--- src/rtl/mult_op_sequencer_if.sv ---
// Operand/result handshake bundle for mult_op_sequencer.
// The slave modport is the sequencer side; the master modport is the feeder/consumer side.
interface mult_op_sequencer_if #(
  parameter int BW = 4
);
  logic          in_valid;
  logic          in_ready;
  logic [BW-1:0] in_a;
  logic [BW-1:0] in_b;
  logic            out_valid;
  logic            out_ready;
  logic [2*BW-1:0] out_result;

  modport slave (
    input  in_valid, in_a, in_b, out_ready,
    output in_ready, out_valid, out_result
  );

  modport master (
    output in_valid, in_a, in_b, out_ready,
    input  in_ready, out_valid, out_result
  );
endinterface

--- src/rtl/mult_op_sequencer.sv ---
// Operand FIFO and one-at-a-time issue sequencer for shift_add_mult.
// Optional MULT_SEQ_ZERO_BYPASS_EN answers zero-operand pairs directly with 0.
module mult_op_sequencer #(
  parameter int BW    = 4,
  parameter int DEPTH = 4
) (
  input  logic                clk,
  input  logic                reset,
  mult_op_sequencer_if.slave  bus,
  output logic [BW-1:0]       mul_multiplier,
  output logic [BW-1:0]       mul_multiplicand,
  output logic [1:0]          mul_opcode,
  input  logic [2*BW-1:0]     mul_result,
  input  logic                mul_ready
);

  localparam int AW = $clog2(DEPTH);
  localparam int CW = AW + 1;

  typedef enum logic [1:0] {
    S_IDLE,
    S_ISSUE,
    S_WAIT,
    S_HOLD
  } state_t;

  state_t state_q, state_d;

  logic [BW-1:0] mem_a [DEPTH];
  logic [BW-1:0] mem_b [DEPTH];
  logic [AW-1:0] wr_ptr, rd_ptr;
  logic [CW-1:0] count;
  logic          full, empty;
  logic          push, pop;
  logic            load_res;
  logic [2*BW-1:0] res_d;
  logic [2*BW-1:0] res_q;

  assign full  = (count == CW'(DEPTH));
  assign empty = (count == '0);
  assign push  = bus.in_valid && !full;

  assign bus.in_ready   = !full;
  assign bus.out_valid  = (state_q == S_HOLD);
  assign bus.out_result = res_q;

  assign mul_multiplier   = mem_a[rd_ptr];
  assign mul_multiplicand = mem_b[rd_ptr];

  // FIFO storage; contents need no reset
  always_ff @(posedge clk) begin
    if (push) begin
      mem_a[wr_ptr] <= bus.in_a;
      mem_b[wr_ptr] <= bus.in_b;
    end
  end

  // FIFO pointers and occupancy
  always_ff @(posedge clk) begin
    if (reset) begin
      wr_ptr <= '0;
      rd_ptr <= '0;
      count  <= '0;
    end else begin
      if (push) wr_ptr <= wr_ptr + 1'b1;
      if (pop)  rd_ptr <= rd_ptr + 1'b1;
      count <= count + CW'(push) - CW'(pop);
    end
  end

  // State and held result registers
  always_ff @(posedge clk) begin
    if (reset) begin
      state_q <= S_IDLE;
      res_q   <= '0;
    end else begin
      state_q <= state_d;
      if (load_res) res_q <= res_d;
    end
  end

  // Next state, pop strobe and multiplier start
  always_comb begin
    state_d    = state_q;
    pop        = 1'b0;
    mul_opcode = 2'b00;
    load_res   = 1'b0;
    res_d      = mul_result;
    case (state_q)
      S_IDLE: begin
        if (!empty) begin
`ifdef MULT_SEQ_ZERO_BYPASS_EN
          if ((mul_multiplier == '0) ||
              (mul_multiplicand == '0)) begin
            pop      = 1'b1;
            load_res = 1'b1;
            res_d    = '0;
            state_d  = S_HOLD;
          end else begin
            state_d = S_ISSUE;
          end
`else
          state_d = S_ISSUE;
`endif
        end
      end
      S_ISSUE: begin
        mul_opcode = 2'b01;
        pop        = 1'b1;
        state_d    = S_WAIT;
      end
      S_WAIT: begin
        if (mul_ready) begin
          load_res = 1'b1;
          state_d  = S_HOLD;
        end
      end
      S_HOLD: begin
        if (bus.out_ready) state_d = S_IDLE;
      end
      default: state_d = S_IDLE;
    endcase
  end

endmodule

--- src/flat_wrapper.sv ---
// flat-port wrapper written by rule: the top's interface ports become plain ports
module mult_op_sequencer_flat 
#(
  parameter int BW    = 4,
  parameter int DEPTH = 4
)
  (clk, reset, mul_multiplier, mul_multiplicand, mul_opcode, mul_result, mul_ready, bus_in_valid, bus_in_a, bus_in_b, bus_out_ready, bus_in_ready, bus_out_valid, bus_out_result);
  mult_op_sequencer_if #(.BW(BW)) bus_i ();
  input  logic clk;
  input  logic reset;
  output logic [BW-1:0] mul_multiplier;
  output logic [BW-1:0] mul_multiplicand;
  output logic [1:0] mul_opcode;
  input  logic [2*BW-1:0] mul_result;
  input  logic mul_ready;
  input wire logic [$bits(bus_i.in_valid)-1:0] bus_in_valid;
  input wire logic [$bits(bus_i.in_a)-1:0] bus_in_a;
  input wire logic [$bits(bus_i.in_b)-1:0] bus_in_b;
  input wire logic [$bits(bus_i.out_ready)-1:0] bus_out_ready;
  output wire logic [$bits(bus_i.in_ready)-1:0] bus_in_ready;
  output wire logic [$bits(bus_i.out_valid)-1:0] bus_out_valid;
  output wire logic [$bits(bus_i.out_result)-1:0] bus_out_result;
  assign bus_i.in_valid = bus_in_valid;
  assign bus_i.in_a = bus_in_a;
  assign bus_i.in_b = bus_in_b;
  assign bus_i.out_ready = bus_out_ready;
  assign bus_in_ready = bus_i.in_ready;
  assign bus_out_valid = bus_i.out_valid;
  assign bus_out_result = bus_i.out_result;
  mult_op_sequencer #(.BW(BW), .DEPTH(DEPTH)) u_core (.clk(clk), .reset(reset), .bus(bus_i), .mul_multiplier(mul_multiplier), .mul_multiplicand(mul_multiplicand), .mul_opcode(mul_opcode), .mul_result(mul_result), .mul_ready(mul_ready));
endmodule
--- config.mk ---
export PLATFORM = sky130hd
export DESIGN_NAME = mult_op_sequencer_flat
export DESIGN_NICKNAME = d
export VERILOG_FILES = /design/src/rtl/mult_op_sequencer_if.sv /design/src/rtl/mult_op_sequencer.sv /design/src/flat_wrapper.sv
export SDC_FILE = /design/constraint.sdc
export NUM_CORES = 1
export LEC_CHECK = 0
export ABC_AREA = 1
export CAP_MARGIN = 20
export CORE_MARGIN = 8
export CORE_UTILIZATION = 49
export DETAILED_ROUTE_END_ITERATION = 12
export MAX_ROUTING_LAYER = met4
export PLACE_DENSITY = 0.73
export SETUP_SLACK_MARGIN = 0.4
export SLEW_MARGIN = 40
export SYNTH_ARGS = -nofsm -noshare
export SYNTH_HDL_FRONTEND = slang
export SYNTH_SLANG_ARGS = --single-unit
--- constraint.sdc ---
create_clock -name clk -period 3.5 [get_ports clk]
set_input_delay 0.35 -clock clk [delete_from_list [all_inputs] [get_ports clk]]
set_output_delay 0.35 -clock clk [all_outputs]
set_load 0.01 [all_outputs]
; Word-level counts from Yosys, hierarchy flattened
; Memories as Yosys holds them, arrays and structs flattened. A register that Yosys moved wholly into a read port is not among the register bits.
; Cells that the tools add are included.
[op_classes]
add_sub_neg = 4
n_eq_ne = 7
n_mux = 14
n_reduce_logical = 5
[op_table]
columns = operator, n
row1 = $mux W2, 7
row2 = $pmux W2 S4, 1
row3 = $mux W1, 6
row4 = $ne A2 B2 Y1 const B, 3
row5 = $add A2 B1 Y2 const B, 2
row6 = $eq A2 B2 Y1 const B, 2
row7 = $add A3 B1 Y3, 1
row8 = $eq A3 B3 Y1 const B, 1
row9 = $logic_not A3 Y1, 1
row10 = $reduce_and A3 Y1, 1
row11 = $sub A3 B1 Y3, 1
row12 = $eq A2 B1 Y1 const B, 1
row13 = $logic_not A2 Y1, 1
row14 = $logic_and A1 B1 Y1, 1
row15 = $logic_not A1 Y1, 1
[totals]
reg_bits = 17
ram_bits = 32
out_inout_bits = 20
memories = 2
[memory_table]
columns = memory, depth, width, rd, rd_ports_with_merged_regs, wr, line
row1 = u_core.mem_a, 4, 4, 1, 1, 1, mult_op_sequencer.sv:29  ; logic [BW-1:0] mem_a [DEPTH];
row2 = u_core.mem_b, 4, 4, 1, 1, 1, mult_op_sequencer.sv:30  ; logic [BW-1:0] mem_b [DEPTH];

; Depth between registers and ports, before layout
; Gate-level depths: netlist (run 1).
[depth]
depth_word = 5
mapped_depth = 9

; Worst setup path before layout (run 1)
; OpenSTA, ideal clock, no wires.
[synth_path]
kind = register to register
from = register u_core.state_q[1]
to = register u_core.count[2]
t_arrival_ns = 1.523
required_ns = 3.381
slack_ns = 1.858
path_stages_with_launch = 9
period_less_slack_ns = 1.642
cell_sequence = dfxtp_1 -> inv_1 -> ha_1 -> xor2_1 -> ha_1 -> inv_1 -> fa_1 -> o21ai_0 -> a21oi_1
[synth_via]
elab_chain_len = 3
[synth_lines]
columns = item, line
row1 = "start, declared", mult_op_sequencer.sv:27  ; state_t state_q, state_d;
row2 = "start signal, assigned", mult_op_sequencer.sv:77  ; state_q <= state_d;
row3 = $eq A2 B1 Y1, mult_op_sequencer.sv:89  ; case (state_q)
row4 = $mux W1, mult_op_sequencer.sv:89
row5 = net u_core.pop, mult_op_sequencer.sv:34  ; logic push, pop;
row6 = $sub A3 B1 Y3, mult_op_sequencer.sv:67  ; count <= count + CW'(push) - CW'(pop);
row7 = "end signal, assigned", mult_op_sequencer.sv:67
row8 = "end, declared", mult_op_sequencer.sv:32  ; logic [CW-1:0] count;
; The timed path passes the listed nets, and every way through them passes these cells.
; A chain may end at the register's enable or synchronous reset.

==> results of run 1 <==
## power by group through the flow
stage	Combinational, uW	Sequential [uW]	Clock (uW)
5_1_grt	703	828	434
3_3_place_gp	604	826	0
6_report	607	814	394
2_1_floorplan	399	812	0
4_1_cts	619	816	402
3_5_place_dp	615	830	0
## worst max-delay path, stage by stage, from the launching register on
cell and delay [ns]:
sky130_fd_sc_hd__dfxtp_1 0.66, sky130_fd_sc_hd__inv_2 0.25, sky130_fd_sc_hd__o21ai_0 0.22, sky130_fd_sc_hd__o22ai_1 0.09, sky130_fd_sc_hd__clkdlybuf4s50_1 0.48
## state kept, by name (all words and copies together) (netlist names), named ones only
| name | flops |
|---|---|
| u_core.bus.out_result | 8 |
| u_core.count | 3 |
| u_core.mem_a | 16 |
| u_core.mem_b | 16 |
| u_core.rd_ptr | 2 |
| u_core.state_q | 2 |
| u_core.wr_ptr | 2 |
## synth_stat cells (2+ instances only)
library cell,n
sky130_fd_sc_hd__a21oi_1,2
sky130_fd_sc_hd__nor2_1,54
sky130_fd_sc_hd__o21ai_2,3
sky130_fd_sc_hd__inv_2,2
sky130_fd_sc_hd__buf_6,2
sky130_fd_sc_hd__nand2_1,13
sky130_fd_sc_hd__o21ai_0,25
sky130_fd_sc_hd__nand3_1,2
sky130_fd_sc_hd__edfxtp_1,32
sky130_fd_sc_hd__inv_1,23
sky130_fd_sc_hd__o22ai_1,8
sky130_fd_sc_hd__buf_4,2
sky130_fd_sc_hd__ha_1,10
sky130_fd_sc_hd__dfxtp_1,19
## worst max-delay path by stage
stage,from,to,slack (ns)
finish,register,mul_multiplicand[1],1.15
global route,register,mul_multiplier[3],0.94
CTS,register,mul_multiplier[1],1.11
detailed placement,register,mul_multiplier[1],1.44
global placement,register,mul_multiplier[3],1.50
floorplan,u_core.state_q[1],u_core.count[2],1.86
## layer usage
metal | track usage [%] | share of wire (%)
met1 | 14.9 | 46
met2 | 21.1 | 47
met3 | 3.35 | 6.7
met4 | 2.63 | 0.24
met5 | - | 0
## final cells by class
| class | instances | area, um^2 | share of cell area [%] |
|---|---|---|---|
| repair buffers | 39 | 390 | 14.6 |
| clock buffers | 6 | 72.6 | 2.72 |
| flip-flops and latches | 51 | 1340 | 50.3 |
| clock inverters | 2 | 37.5 | 1.41 |
| inverters | 25 | 93.8 | 3.52 |
| multi-input cells | 124 | 666 | 25.0 |
| well taps | 52 | 65.1 | 2.44 |
## logic make-up after synthesis
group,count (synthesis),synth area share (%)
flops,51,62.6
xor+xnor,2,0.817
other cells,1,0.175
fa+ha+maj,11,6.77
buf+inv,30,6.36
compound gates,39,10.1
simple gates,71,13.2
## metrics by stage
stage          total power (uW)  hold WS [ns]  std cells  setup slack (ns)  util [%]
3_3_place_gp               1430         0.426        291              1.50      59.5
5_1_grt                    1960         0.481        299             0.936      62.1
3_5_place_dp               1440         0.437        291              1.44      59.5
4_1_cts                    1840         0.449        299              1.11      62.1
2_1_floorplan              1210         0.412        205              1.86         -
6_report                   1820         0.456        299              1.15      62.1
==> impl_table.tex, run 1 <==
\begin{tabular}{lr}
\hline
Metric & Value \\
\hline
\multicolumn{2}{l}{\textbf{Setup path}} \\
Reg-to-reg endpoint & u\_core.count[2] \\
Critical path data required time & between 3 and 4 ns \\
Startpoint type of the worst setup path & register \\
Data arrival time of the worst path & 2.00 ns \\
FF-to-FF path depth & 8 \\
Flop2flop setup slack & 1.71 ns \\
Highest net fanout along the worst path & 17 \\
Critical register-to-register path startpoint & u\_core.state\_q[1] \\
Category of the critical setup timing path & register to output port \\
Worst Setup End Kind & output port \\
\multicolumn{2}{l}{\textbf{Timing}} \\
Final setup violation count & 0 \\
Max\_slew headroom & 48.3\% \\
Max-slew violation count & 0 \\
Worst Max-Slew Pin Slew & 0.772 ns \\
Final worst clock skew & 0.00602 ns \\
Post-route setup TNS & 0 ns \\
Post-route fraction of the period consumed by the critical path & 67.1\% \\
RSZ-0062 raised after global routing & no \\
Count of endpoints failing hold in the final timing report & 0 \\
Achievable frequency & about 430 MHz \\
Post-layout min period & 2.35 ns \\
\multicolumn{2}{l}{\textbf{Floorplanning}} \\
Area of the placeable core & between 4000 and 5000 um\^{}2 \\
Die Wd & 82.1 um \\
Rows & 24 \\
Count of boundary I/O pins & a little over 40 \\
Effective utilization at floorplan & 49.9\% \\
Chip height & 82.1 um \\
Die footprint & 6750 um\^{}2 \\
\multicolumn{2}{l}{\textbf{Finish}} \\
Most common cell after layout, fill and taps aside & sky130\_fd\_sc\_hd\_\_nor2\_1 \\
Commonest cells after routing, fill and taps aside & sky130\_fd\_sc\_hd\_\_nor2\_1, sky130\_fd\_sc\_hd\_\_clkdlybuf4s50\_1, sky130\_fd\_sc\_hd\_\_edfxtp\_1 \\
Antenna diode count & 0 \\
Area added between synthesis and finish & 24.4\% \\
Fraction of final layout cells with drive strength greater than 1 & 5.67\% \\
Final Instance Area & 2670 um\^{}2 \\
Fill cell count & 357 \\
Final nets & 278 \\
\multicolumn{2}{l}{\textbf{Synth}} \\
Asr flop ratio synth & 0\% \\
Most area-hungry cell type in the Yosys netlist & sky130\_fd\_sc\_hd\_\_edfxtp\_1 \\
Proportion of netlist area held by the largest area contributor & 44.8\% \\
Seq/Total Area, Yosys & 62.6\% \\
Cell types with the largest area share after synthesis & sky130\_fd\_sc\_hd\_\_edfxtp\_1, sky130\_fd\_sc\_hd\_\_dfxtp\_1, sky130\_fd\_sc\_hd\_\_nor2\_1 \\
Average cell area after synthesis & 10.5 um\^{}2 \\
Synthesized cell area & $\sim$2100 um\^{}2 \\
Distinct cell type count of the synthesized netlist & 22 \\
Cells after Synth & 205 \\
Prevailing post-synth register cell & sky130\_fd\_sc\_hd\_\_edfxtp\_1 \\
Count of flip-flops with a built-in enable after synthesis & 32 \\
Number of warnings reported in the yosys synthesis log & 0 \\
FF+latch count, synth & 51 \\
Net count of the mapped netlist & 237 \\
\multicolumn{2}{l}{\textbf{Detailed routing}} \\
DR vias & 1440 \\
Post-route ant nets & 0 \\
Via-to-Cell Ratio & 4.82 \\
Total length of routed wires & 3.75 mm \\
Drt first pass iters & 5 \\
WL per Instance & 12.5 um \\
Number of DRC markers in iteration 0 & 131 \\
DRC Markers & 0 \\
\multicolumn{2}{l}{\textbf{Clock network}} \\
Number of buffers created by CTS & 5 \\
Worst-Skew Late Latency & 0.29 ns \\
Number of buffers on the longest clock path & 2 \\
Post-CTS sizing & 0 \\
Number of buffers added to fix hold violations after cts & 0 \\
Number of H-tree levels & 2 \\
CTS Root Buffer Type & sky130\_fd\_sc\_hd\_\_clkbuf\_8 \\
TritonCTS clock tree & done \\
Sinks on the clock net & 51 \\
Clock-pin slew on the worst setup and hold paths & 0.09 ns \\
Number of post-CTS setup repair buffers & 0 \\
\multicolumn{2}{l}{\textbf{Power and ir drop}} \\
Cell Int Power & about 1200 uW \\
Worst supply voltage drop on vdd & 0.346 mV \\
Net switching power of the design & between 500 and 600 uW \\
Switching share of power & 31.5\% \\
Cell Pwr Density & 681 nW/um\^{}2 \\
P\_leak & 0.00104 uW \\
Portion of total power attributed to the clock network & roughly 22\% \\
Combinational cell fraction of total power & 33.4\% \\
Proportion of power drawn by flip-flops and latches & 44.9\% \\
\multicolumn{2}{l}{\textbf{Worst hold path}} \\
Worst Hold Path Cells & 1 \\
Worst Hold Path EP & u\_core.rd\_ptr[1] \\
Hold/Removal Path Class & register to register \\
Hold path startpoint & u\_core.rd\_ptr[1] \\
\multicolumn{2}{l}{\textbf{Global routing}} \\
Antenna violations before repair & 0 \\
Global-route wire length before repair & 6.47 mm \\
Vias in the first global route & 1421 \\
Overall routing resource usage & about an eighth \\
GRT Residual Overflow & 0 \\
Pin count of the biggest net entering global routing & 18 \\
\multicolumn{2}{l}{\textbf{Placed design}} \\
Post-detail-place hpwl & 2.75 mm \\
Placer's final routability congestion estimate & 0.692 \\
Buffers on Ports & 39 \\
Placed Area & roughly 2600 um\^{}2 \\
\multicolumn{2}{l}{\textbf{Status}} \\
Run status & completed \\
\multicolumn{2}{l}{\textbf{Run}} \\
Max-cap violations & 0 \\
\hline
\end{tabular}
(Power assumes the default switching activity.)
==> inputs of run 2 (changes only) <==
clock period = 2.25 ns   (was 3.5 ns; I/O delays follow)
==> run 2 against run 1 <==
- worst hold slack better by 0.0042 ns
- cell count grew 1.7%
- count of clock-buffer cells in the layout down 1
- non-clock buffer count increased by 5
- via count grew 1.3%
- combinational power grew 58%
- critical endpoint is now mul_opcode[0]
- first-iteration DRC count shrank 40%
- routed wire length increased by 5.1%
- total power up 51%
- setup slack lost 0.67 ns
==> impl_table.tex, run 2 (synthesis results as in run 1) <==
\begin{tabular}{lr}
\hline
Metric & Value \\
\hline
\multicolumn{2}{l}{\textbf{Detailed routing}} \\
Drt first pass iters & 4 \\
WL per Instance & 13.0 um \\
Via-to-Cell Ratio & 4.80 \\
Number of DRC markers in iteration 0 & 79 \\
DRC Markers & 0 \\
DR vias & 1458 \\
Total length of routed wires & between 3 and 4 mm \\
Post-route ant nets & 0 \\
\multicolumn{2}{l}{\textbf{Clock network}} \\
Number of buffers created by CTS & 5 \\
Number of post-CTS setup repair buffers & 0 \\
Clock-pin slew on the worst setup and hold paths & $\sim$0.090 ns \\
TritonCTS clock tree & done \\
Worst-Skew Late Latency & 0.31 ns \\
Number of buffers on the longest clock path & 2 \\
Sinks on the clock net & roughly 50 \\
CTS Root Buffer Type & sky130\_fd\_sc\_hd\_\_clkbuf\_8 \\
Number of H-tree levels & 2 \\
\multicolumn{2}{l}{\textbf{Floorplanning}} \\
Area of the placeable core & 4290 um\^{}2 \\
Chip height & 82.1 um \\
Rows & 24 \\
Die Wd & 82.1 um \\
Count of boundary I/O pins & 41 \\
Effective utilization at floorplan & 49.9\% \\
Die footprint & 6750 um\^{}2 \\
\multicolumn{2}{l}{\textbf{Setup path}} \\
Buf/Inv on CP & 2 \\
Cell-by-cell listing of the critical path & inv\_1, ha\_1, clkdlybuf4s50\_1 \\
Critical path data required time & 2.03 ns \\
Startpoint type of the worst setup path & register \\
Cell type of the slowest stage on the worst timing path & sky130\_fd\_sc\_hd\_\_clkdlybuf4s50\_1 \\
Critical path's largest stage delay & about 0.58 ns \\
Data arrival time of the worst path & 1.54 ns \\
Worst Setup End Kind & output port \\
Highest net fanout along the worst path & 4 \\
Category of the critical setup timing path & register to output port \\
Cell family with most CP delay & buffers and inverters \\
\multicolumn{2}{l}{\textbf{Global routing}} \\
Vias in the first global route & 1488 \\
Pin count of the biggest net entering global routing & 17 \\
Antenna violations before repair & 0 \\
Overall routing resource usage & between 10\% and 20\% \\
GRT Residual Overflow & 0 \\
Global-route wire length before repair & 6.62 mm \\
\multicolumn{2}{l}{\textbf{Finish}} \\
Most common cell after layout, fill and taps aside & sky130\_fd\_sc\_hd\_\_nor2\_1 \\
Fraction of final layout cells with drive strength greater than 1 & slightly above 9\% \\
Area added between synthesis and finish & 25.8\% \\
Commonest cells after routing, fill and taps aside & sky130\_fd\_sc\_hd\_\_nor2\_1, sky130\_fd\_sc\_hd\_\_edfxtp\_1, sky130\_fd\_sc\_hd\_\_clkdlybuf4s50\_1 \\
Final nets & 283 \\
Antenna diode count & 0 \\
Share of the core filled with cells in the final layout & a little over three fifths \\
\multicolumn{2}{l}{\textbf{Timing}} \\
Achievable frequency & 566 MHz \\
Post-route setup TNS & 0 ns \\
Final worst clock skew & 0.00589 ns \\
Post-layout min period & 1.77 ns \\
Post-route fraction of the period consumed by the critical path & 78.5\% \\
Max-slew violation count & 0 \\
Count of endpoints failing hold in the final timing report & 0 \\
Final setup violation count & 0 \\
RSZ-0062 raised after global routing & yes \\
\multicolumn{2}{l}{\textbf{Placed design}} \\
Placer's final routability congestion estimate & 0.725 \\
Buffers on Ports & 39 \\
Post-detail-place hpwl & 2.87 mm \\
\multicolumn{2}{l}{\textbf{Power and ir drop}} \\
P\_leak & 0.00109 uW \\
Cell Pwr Density & 1020 nW/um\^{}2 \\
Worst supply voltage drop on vdd & approximately 0.52 mV \\
\multicolumn{2}{l}{\textbf{Status}} \\
Run status & completed \\
\multicolumn{2}{l}{\textbf{Run}} \\
Max-cap violations & 0 \\
\multicolumn{2}{l}{\textbf{Worst hold path}} \\
Hold/Removal Path Class & register to register \\
\hline
\end{tabular}
## run 2: what timing repair did
action / CTS / global route
hold buffers: 0 / 0
gates resized for setup: 14 / 4
setup endpoints to repair: 8 / 4
## run 2: worst reg2reg max path: stages, from the launching register on
cell	delay [ns]
sky130_fd_sc_hd__dfxtp_2	0.34
sky130_fd_sc_hd__inv_1	0.09
sky130_fd_sc_hd__ha_1	0.22
sky130_fd_sc_hd__xor2_1	0.17
sky130_fd_sc_hd__ha_1	0.16
sky130_fd_sc_hd__inv_1	0.05
sky130_fd_sc_hd__fa_1	0.39
sky130_fd_sc_hd__o21ai_1	0.16
sky130_fd_sc_hd__a21oi_1	0.05
## run 2: area by class of cell
| class | instances | area (um^2) |
|---|---|---|
| repair buffers | 44 | 425 |
| clock inverters | 3 | 20.0 |
| multi-input cells | 124 | 666 |
| well taps | 52 | 65.1 |
| flip-flops and latches | 51 | 1350 |
| clock buffers | 5 | 68.8 |
| fillers | 354 | 1600 |
| inverters | 25 | 101 |
## run 2: per-stage QoR
step | setup slack [ns] | instance area, um^2 | instances | hold slack [ns] | total power, uW
after floorplan | 0.608 | 2140 | 205 | 0.292 | 1880
after global placement | 0.491 | 2590 | 296 | 0.428 | 2270
after detailed placement | 0.422 | 2590 | 296 | 0.443 | 2290
after CTS | 0.401 | 2690 | 304 | 0.460 | 2780
after global routing | 0.358 | 2700 | 304 | 0.479 | 2960
final | 0.483 | 2700 | 304 | 0.461 | 2750
## run 2: worst paths after layout
check / slack, ns / from / to / cells after the start
max: 0.48 / u_core.state_q[1] / mul_opcode[0] / 3
min: 0.46 / u_core.rd_ptr[1] / register / 1
max reg2reg: 0.50 / u_core.state_q[1] / u_core.count[2] / 8
min reg2reg: 0.46 / u_core.rd_ptr[1] / register / 1
## run 2: routing by layer
layer	routed length, um	global-route usage [%]
met2	1780	20.0
met1	1860	15.8
met5	0	-
met4	59	6.84
met3	243	3.90
## run 2: power breakdown
part           internal [uW]  leakage (uW)  switching [uW]  total (uW)
Sequential              1160      0.000451             115        1270
Clock                    217     0.0000418             299         516
Combinational            438      0.000593             520         958
Total                   1810       0.00109             934        2750
